`src/rtl/layer_result_uart_tx.sv`:
```
// Captures the layer output pixel stream into a buffer, then sends it to the host
// as one UART 8N1 frame: sync byte, the captured bytes, mod-256 checksum.
module layer_result_uart_tx #(
  parameter int          DEPTH        = 196,
  parameter int          CLKS_PER_BIT = 434,
  parameter logic [7:0]  SYNC_BYTE    = 8'hA5
) (
  input  logic       clk,
  input  logic       rst,
  input  logic       data_valid_in,
  input  logic [7:0] pixel_in,
  input  logic       layer_done,
  output logic       uart_tx,
  output logic       busy,
  output logic       done,
  output logic       overflow
);

  localparam int PW = $clog2(DEPTH + 1);
  localparam int AW = $clog2(DEPTH);
  localparam int BW = $clog2(CLKS_PER_BIT);

  localparam logic [PW-1:0] FULL     = PW'(DEPTH);
  localparam logic [BW-1:0] BAUD_MAX = BW'(CLKS_PER_BIT - 1);
  localparam logic [3:0]    STOP_IDX = 4'd9;
  localparam logic [3:0]    LAST_DAT = 4'd8;

  localparam logic [2:0] CAPTURE = 3'd0;
  localparam logic [2:0] TX_SYNC = 3'd1;
  localparam logic [2:0] TX_DATA = 3'd2;
  localparam logic [2:0] TX_SUM  = 3'd3;
  localparam logic [2:0] DONE    = 3'd4;

  logic [2:0]    state;
  logic [PW-1:0] wr_ptr;
  logic [PW-1:0] rd_ptr;
  logic [7:0]    checksum;
  logic [BW-1:0] baud_cnt;
  logic [3:0]    bit_idx;
  logic [7:0]    shreg;
  logic          primed;
  logic [7:0]    rd_data;
  logic [7:0]    mem [DEPTH];

  logic capture_en;
  assign capture_en = (state == CAPTURE) && data_valid_in && (wr_ptr != FULL);

  // NOTE: the buffer has no reset so it maps onto block RAM; every byte read is written first.
  always_ff @(posedge clk) begin
    if (capture_en) mem[wr_ptr[AW-1:0]] <= pixel_in;
    rd_data <= mem[rd_ptr[AW-1:0]];
  end

  // rd_ptr always points at the next byte to load, so rd_data is prefetched a full
  // byte time before it is needed and consecutive bytes leave the line with no gap.
  always_ff @(posedge clk) begin
    if (rst) begin
      state    <= CAPTURE;
      wr_ptr   <= '0;
      rd_ptr   <= '0;
      checksum <= '0;
      baud_cnt <= '0;
      bit_idx  <= '0;
      shreg    <= '0;
      primed   <= 1'b0;
      uart_tx  <= 1'b1;
      busy     <= 1'b0;
      done     <= 1'b0;
      overflow <= 1'b0;
    end else begin
      if (data_valid_in && !capture_en) overflow <= 1'b1;

      case (state)
        CAPTURE: begin
          if (capture_en) begin
            wr_ptr   <= wr_ptr + PW'(1);
            checksum <= checksum + pixel_in;
          end
          if (layer_done) begin
            // Pretend a stop bit is just ending so the next edge opens the sync byte.
            state    <= TX_SYNC;
            busy     <= 1'b1;
            baud_cnt <= BAUD_MAX;
            bit_idx  <= STOP_IDX;
            primed   <= 1'b0;
            rd_ptr   <= '0;
          end
        end

        TX_SYNC, TX_DATA, TX_SUM: begin
          if (baud_cnt != BAUD_MAX) begin
            baud_cnt <= baud_cnt + BW'(1);
          end else begin
            baud_cnt <= '0;
            if (bit_idx != STOP_IDX) begin
              bit_idx <= bit_idx + 4'd1;
              if (bit_idx == LAST_DAT) begin
                uart_tx <= 1'b1;
              end else begin
                uart_tx <= shreg[0];
                shreg   <= shreg >> 1;
              end
            end else begin
              bit_idx <= '0;
              if (state == TX_SUM) begin
                state <= DONE;
                busy  <= 1'b0;
                done  <= 1'b1;
              end else begin
                uart_tx <= 1'b0;
                if (state == TX_SYNC && !primed) begin
                  shreg  <= SYNC_BYTE;
                  primed <= 1'b1;
                end else if (rd_ptr != wr_ptr) begin
                  state  <= TX_DATA;
                  shreg  <= rd_data;
                  rd_ptr <= rd_ptr + PW'(1);
                end else begin
                  state <= TX_SUM;
                  shreg <= checksum;
                end
              end
            end
          end
        end

        default: ;
      endcase
    end
  end

endmodule

```
`config.mk`:
```
export PLATFORM = sky130hd
export DESIGN_NAME = layer_result_uart_tx
export DESIGN_NICKNAME = d
export VERILOG_FILES = /design/src/rtl/layer_result_uart_tx.sv
export SDC_FILE = /design/constraint.sdc
export NUM_CORES = 2
export LEC_CHECK = 0
export ABC_CLOCK_PERIOD_IN_PS = 4650
export BUFFER_PORTS_ARGS = -buffer_cell sky130_fd_sc_hd__buf_2
export CELL_PAD_IN_SITES_DETAIL_PLACEMENT = 0
export CELL_PAD_IN_SITES_GLOBAL_PLACEMENT = 2
export CORE_MARGIN = 4
export CORE_UTILIZATION = 35
export DETAILED_ROUTE_END_ITERATION = 6
export GPL_ROUTABILITY_DRIVEN = 0
export PLACE_DENSITY = 0.59
export SYNTH_ARGS = -nofsm -noshare
export SYNTH_HDL_FRONTEND = slang
export SYNTH_SLANG_ARGS = --single-unit
```
`constraint.sdc`:
```
create_clock -name clk -period 4.65 [get_ports clk]
set_input_delay 0.465 -clock clk [delete_from_list [all_inputs] [get_ports clk]]
set_output_delay 0.465 -clock clk [all_outputs]
set_load 0.01 [all_outputs]
```
# Yosys cells after proc, flatten, opt, wreduce, memory -nomap -nowiden
# Memory sizes are Yosys's and may differ from the RTL's. A register that Yosys moved wholly into a read port is not among the register bits.
# Cells that the tools add are included.
classes:
  n_bitwise: 2
  multipliers: 0
  n_lt_le_gt_ge: 0
  shift: 0
  muxes: 42
  div_mod_pow: 0
  eq_ne: 19
  n_reduce_logical: 19
  addsub: 5
op_table:
  columns: ["op", "count"]
  rows:
  - ["2-to-1 mux 8 bit", 11]
  - ["inequality test 2 bit, second input constant", 10]
  - ["2-to-1 mux 9 bit", 2]
  - ["case mux 9 bit (2 select lines)", 1]
  - ["adder 8 x 1 -> 8 bit, second input constant", 2]
  - ["case mux 8 bit (2 select lines)", 1]
  - ["2-to-1 mux 1 bit", 15]
  - ["2-to-1 mux 3 bit", 5]
  - ["2-to-1 mux 4 bit", 3]
  - ["AND reduction 5 bit", 2]
  - ["adder 9 x 1 -> 9 bit, second input constant", 1]
  - ["inequality test 9 bit, second input constant", 1]
  - ["adder 8 bit", 1]
  - ["inequality test 8 bit", 1]
  - ["inequality test 8 bit, second input constant", 1]
  - ["case mux 4 bit (2 select lines)", 1]
  - ["AND reduction 4 bit", 2]
  - ["AND reduction 7 bit", 1]
  - ["equality test 3 x 2 -> 1 bit, second input constant", 2]
  - ["case mux 3 bit (2 select lines)", 1]
  - ["AND reduction 3 bit", 2]
  - ["AND reduction 6 bit", 1]
  - ["adder 4 x 1 -> 4 bit, second input constant", 1]
  - ["equality test 4 bit, second input constant", 1]
  - ["11 further kinds", 18]
totals:
  latch_bits: 0
  out_inout_bits: 4
  mem_bits_ro: 0
  word_cells: 100
  memories: 1
  regBits: 53
  mem_bits_rw: 1568
  inputBits: 12
memory_table:
  columns: ["memory", "words", "width", "rd", "rd_clocked_by_memory_dff", "write_ports", "line_no", "text"]
  rows:
  - ["mem", 196, 8, 1, 1, 1, "43", "logic [7:0] mem [DEPTH];"]

# Longest topological paths before layout
logic_depth:
  depth_word: 7
  ltp_mapped: 12
  mapped_depth_nobuf: 9

# Worst setup path before layout
# Ideal clock, no wire load.
synth_timing:
  kind: "register to register"
  from: "register state[1]"
  to: "memory mem[119][0], enable pin"
  synth_period_minus_slack_ns: 2.424
  setup_ns: 0.370
  t_required_ns: 4.280
  path_slack_ns: 2.226
  path_stages_with_launch: 9
  arrival_time_ns: 2.053
  path_buffers: 2
  path_cell_list: "dfxtp_1 buf_2 nor3_1 nand2_1 a41oi_1 and2_1 nand2_1 clkbuf_1 nor2_1"
synth_between:
  elab_chain_len: 5
synth_rtl:
  columns: ["element", "line_no", "text"]
  rows:
  - ["start: declaration", "34", "logic [2:0] state;"]
  - ["start signal: assignment", "58", "state <= CAPTURE;"]
  - ["start signal: assignment", "81", "state <= TX_SYNC;"]
  - ["start signal: assignment", "106", "state <= DONE;"]
  - ["logical NOT 3 bit", "46", "assign capture_en = (state == CAPTURE) && data_valid_in && (wr_ptr != FULL);"]
  - ["logical AND 1 bit (2 in series)", "46", null]
  - ["2-to-1 mux 1 bit", "50", "if (capture_en) mem[wr_ptr[AW-1:0]] <= pixel_in;"]
  - ["2-to-1 mux 1 bit (implied by the code)", "50", null]
  - ["end: declaration", "43", null]
# Every way passes these cells.

==> results.md <==
* Reg2Reg Depth at 8
* Avg Inst Size Synth at 19.9 µm²
* Post-route DRC violation count at 0
* Hold violation total from the final report at 0
* Die Y-Extent at 434 µm
* CP cell instances: buf_12 > buf_12 > mux4_2 > a22o_1 > a211oi_1 > a211oi_1 > nor4_1 > o31ai_1
* Worst hold stages at 1
* Synth Flop Type: edfxtp_1
* Fin Hold WS at 0.0707 ns
* GR Overflow Total at 0
* Clk slew on worst S/H paths at 0.06 ns
* Number of synthesized flops with an enable pin at 1,568
* Seq/Total Area, Yosys at 75.9%
* Minimum clock period at 3.96 ns
* Final Cell Area at 72,700 µm²
* Total core area at 181,000 µm²
* Crit start category: flop
* Crit path launch: rd_ptr[0]
* Synth top area cells: edfxtp_1 (74%), mux4_2 (13%), dfxtp_1 (1.9%)
* First-pass GRT wire length at 247,000 µm
* Critical Path Fanout Max at 29
* Synth unique cells at 69
* Pwr Total at 31.7 mW
* HPWL Detailed at 109,000 µm
* Horiz. Die Dim at 434 µm
* Multi-input logic area at 14,300 µm²
* Clock Path Buffers at 3
* I/O Pins at 16
* Port buffer count at 15
* Pwr Density at 436 nW/µm²
* Placed Cells incl. Taps at 5,521
* Lkg Pwr at 21.9 nW
* HP Class: input port to flop
* Vias/cell at 5.42
* Post-synth top area share at 74.0%
* Period utilization at 85.2%
* Outcome: completed
* Ys async rst share at 0%
* H-tree Lvls at 4
* Worst vdd ir at 266 µV
* Relative slew margins at 10.2%
* First-pass iteration count of the detailed router at 6
* Critical path's top delay family: flip-flops
* Routed wire length at 174,000 µm
* Hold Startpoint: pixel_in[1]
* Reg-to-reg endpoint: rd_data[0]
* Fraction of layout cells with a size suffix above 1 at 22.6%
* CTS tree: built
* Worst path slowest cell: dfxtp_4
* Worst-margin pin slew at 1.34 ns
* Type of the worst setup path: flop to flop
* Sequential cell area at 48,300 µm²
* Commonest cells after routing, fill and taps aside: edfxtp_1 (1,568), mux4_2 (356), nor2_1 (258), clkbuf_16 (175), buf_4 (113)
* Worst Hold Path EP: mem[32][1]
* Critical Path AT at 4.61 ns
* Drt wl/cell at 29.8 µm
* Initial antenna violation count at 10
* Area delta synth->final at 14.2%
* Final setup fails at 0
* Num CTS Buffers at 175
* RSZ-0062 raised after global routing: no
* Via count at 31,700
* Synthesized area at 63,600 µm²
* Critical R2R Launch: rd_ptr[0]
* Pin count of the biggest net entering global routing at 169
* Clock root buffer: clkbuf_16
* Setup TNS at 0 ns
* Placed inst area at 67,000 µm²
* Initial Util at 35.2%
* Post-Layout Cell Count at 5,846
* Num rows at 156
* Buf/Inv on CP at 2
* Die area at 189,000 µm²
* Maxcap violations at 0
* Most common cell after layout, fill and taps aside: edfxtp_1
* Reg2reg setup slack at 0.69 ns
* Syn Nets at 3,228
* Post-Synthesis Cells at 3,198
* Clock Skew at 0.0283 ns
* GR Util All Layers at 18.4%
* Vias in the first global route at 32,800
* Fin nets at 3,359
* Largest stage delay on the critical path at 0.86 ns
* Fill count at 15,900
* Iter 0 DRT Violations at 3,560
* F_max at 252 MHz
* Req. time, crit path at 5.30 ns
* Warning count from the yosys run at 0
* Clock sink count at 1,629
* CP Capture Type: flop
* Clock Latency Late Sink at 0.82 ns
* Yosys reg bits at 1,629
* Cell taking the most area after synthesis: edfxtp_1
* Fin. max-slew vios at 0
* Antenna-violating nets left at 0
==> final cells by class <==
class,count,area share (%)
clock buffers,223,6.33
multi-input cells,1359,19.7
repair buffers,150,1.91
well taps,2370,4.08
inverters,14,0.0723
flip-flops and latches,1629,66.5
diodes,1,0.00344
clock inverters,100,1.43
==> worst max path at each step <==
stage,slack [ns],to,cells after the start
5_1_grt,0.53,rd_data[2],8
2_1_floorplan,2.23,mem[119][0],8
3_5_place_dp,0.70,rd_data[2],8
6_report,0.69,rd_data[0],8
3_3_place_gp,0.69,rd_data[2],8
4_1_cts,0.68,rd_data[2],8
==> flip-flops by register name (all words and copies together) (netlist names), 4 cells and up <==
signal    count
mem        1568
baud_cnt      9
checksum      8
rd_data       8
rd_ptr        8
shreg         8
wr_ptr        8
bit_idx       4
==> synthesized netlist by cell type, drive strengths merged (20+ instances only) <==
library cell / number
edfxtp: 1568
buf: 99
a221oi: 24
a22oi: 79
nand2: 86
nor2: 262
o22ai: 22
nand3: 25
a211oi: 37
dfxtp: 61
clkbuf: 97
o211ai: 20
mux2i: 111
o21ai: 48
mux4: 356
a21oi: 81
==> power by group <==
part	switching (mW)	internal, mW	total, mW
Clock	5.80	7.82	13.6
Sequential	0.0955	16.1	16.2
Combinational	1.06	0.756	1.81
==> metrics by stage <==
stage	utilization, %	setup WS (ns)
2_1_floorplan	-	2.23
6_report	40.2	0.689
5_1_grt	40.2	0.525
3_3_place_gp	37.1	0.688
3_5_place_dp	37.1	0.696
4_1_cts	40.2	0.677
==> timing repair <==
| item | CTS | global route |
|---|---|---|
| gates resized for setup | 0 | 0 |
| hold buffers | 1 | 0 |
| setup buffers | 0 | 0 |
| hold endpoints to repair | 1 | 0 |
==> kinds of logic after synthesis <==
group | Yosys count | synth area share [%]
simple gates | 467 | 3.19
flops | 1629 | 75.9
compound gates | 374 | 4.03
mux | 473 | 14.5
fa+ha+maj | 18 | 0.366
xor+xnor | 27 | 0.372
buf+inv | 210 | 1.67
==> metal layers <==
layer  part of all wire (%)  GRT usage [%]
met5                      0              0
met4                    1.8           4.06
met3                    5.8           3.36
met2                     49           30.4
met1                     43           25.6
Power figures use the tool's default switching activity.
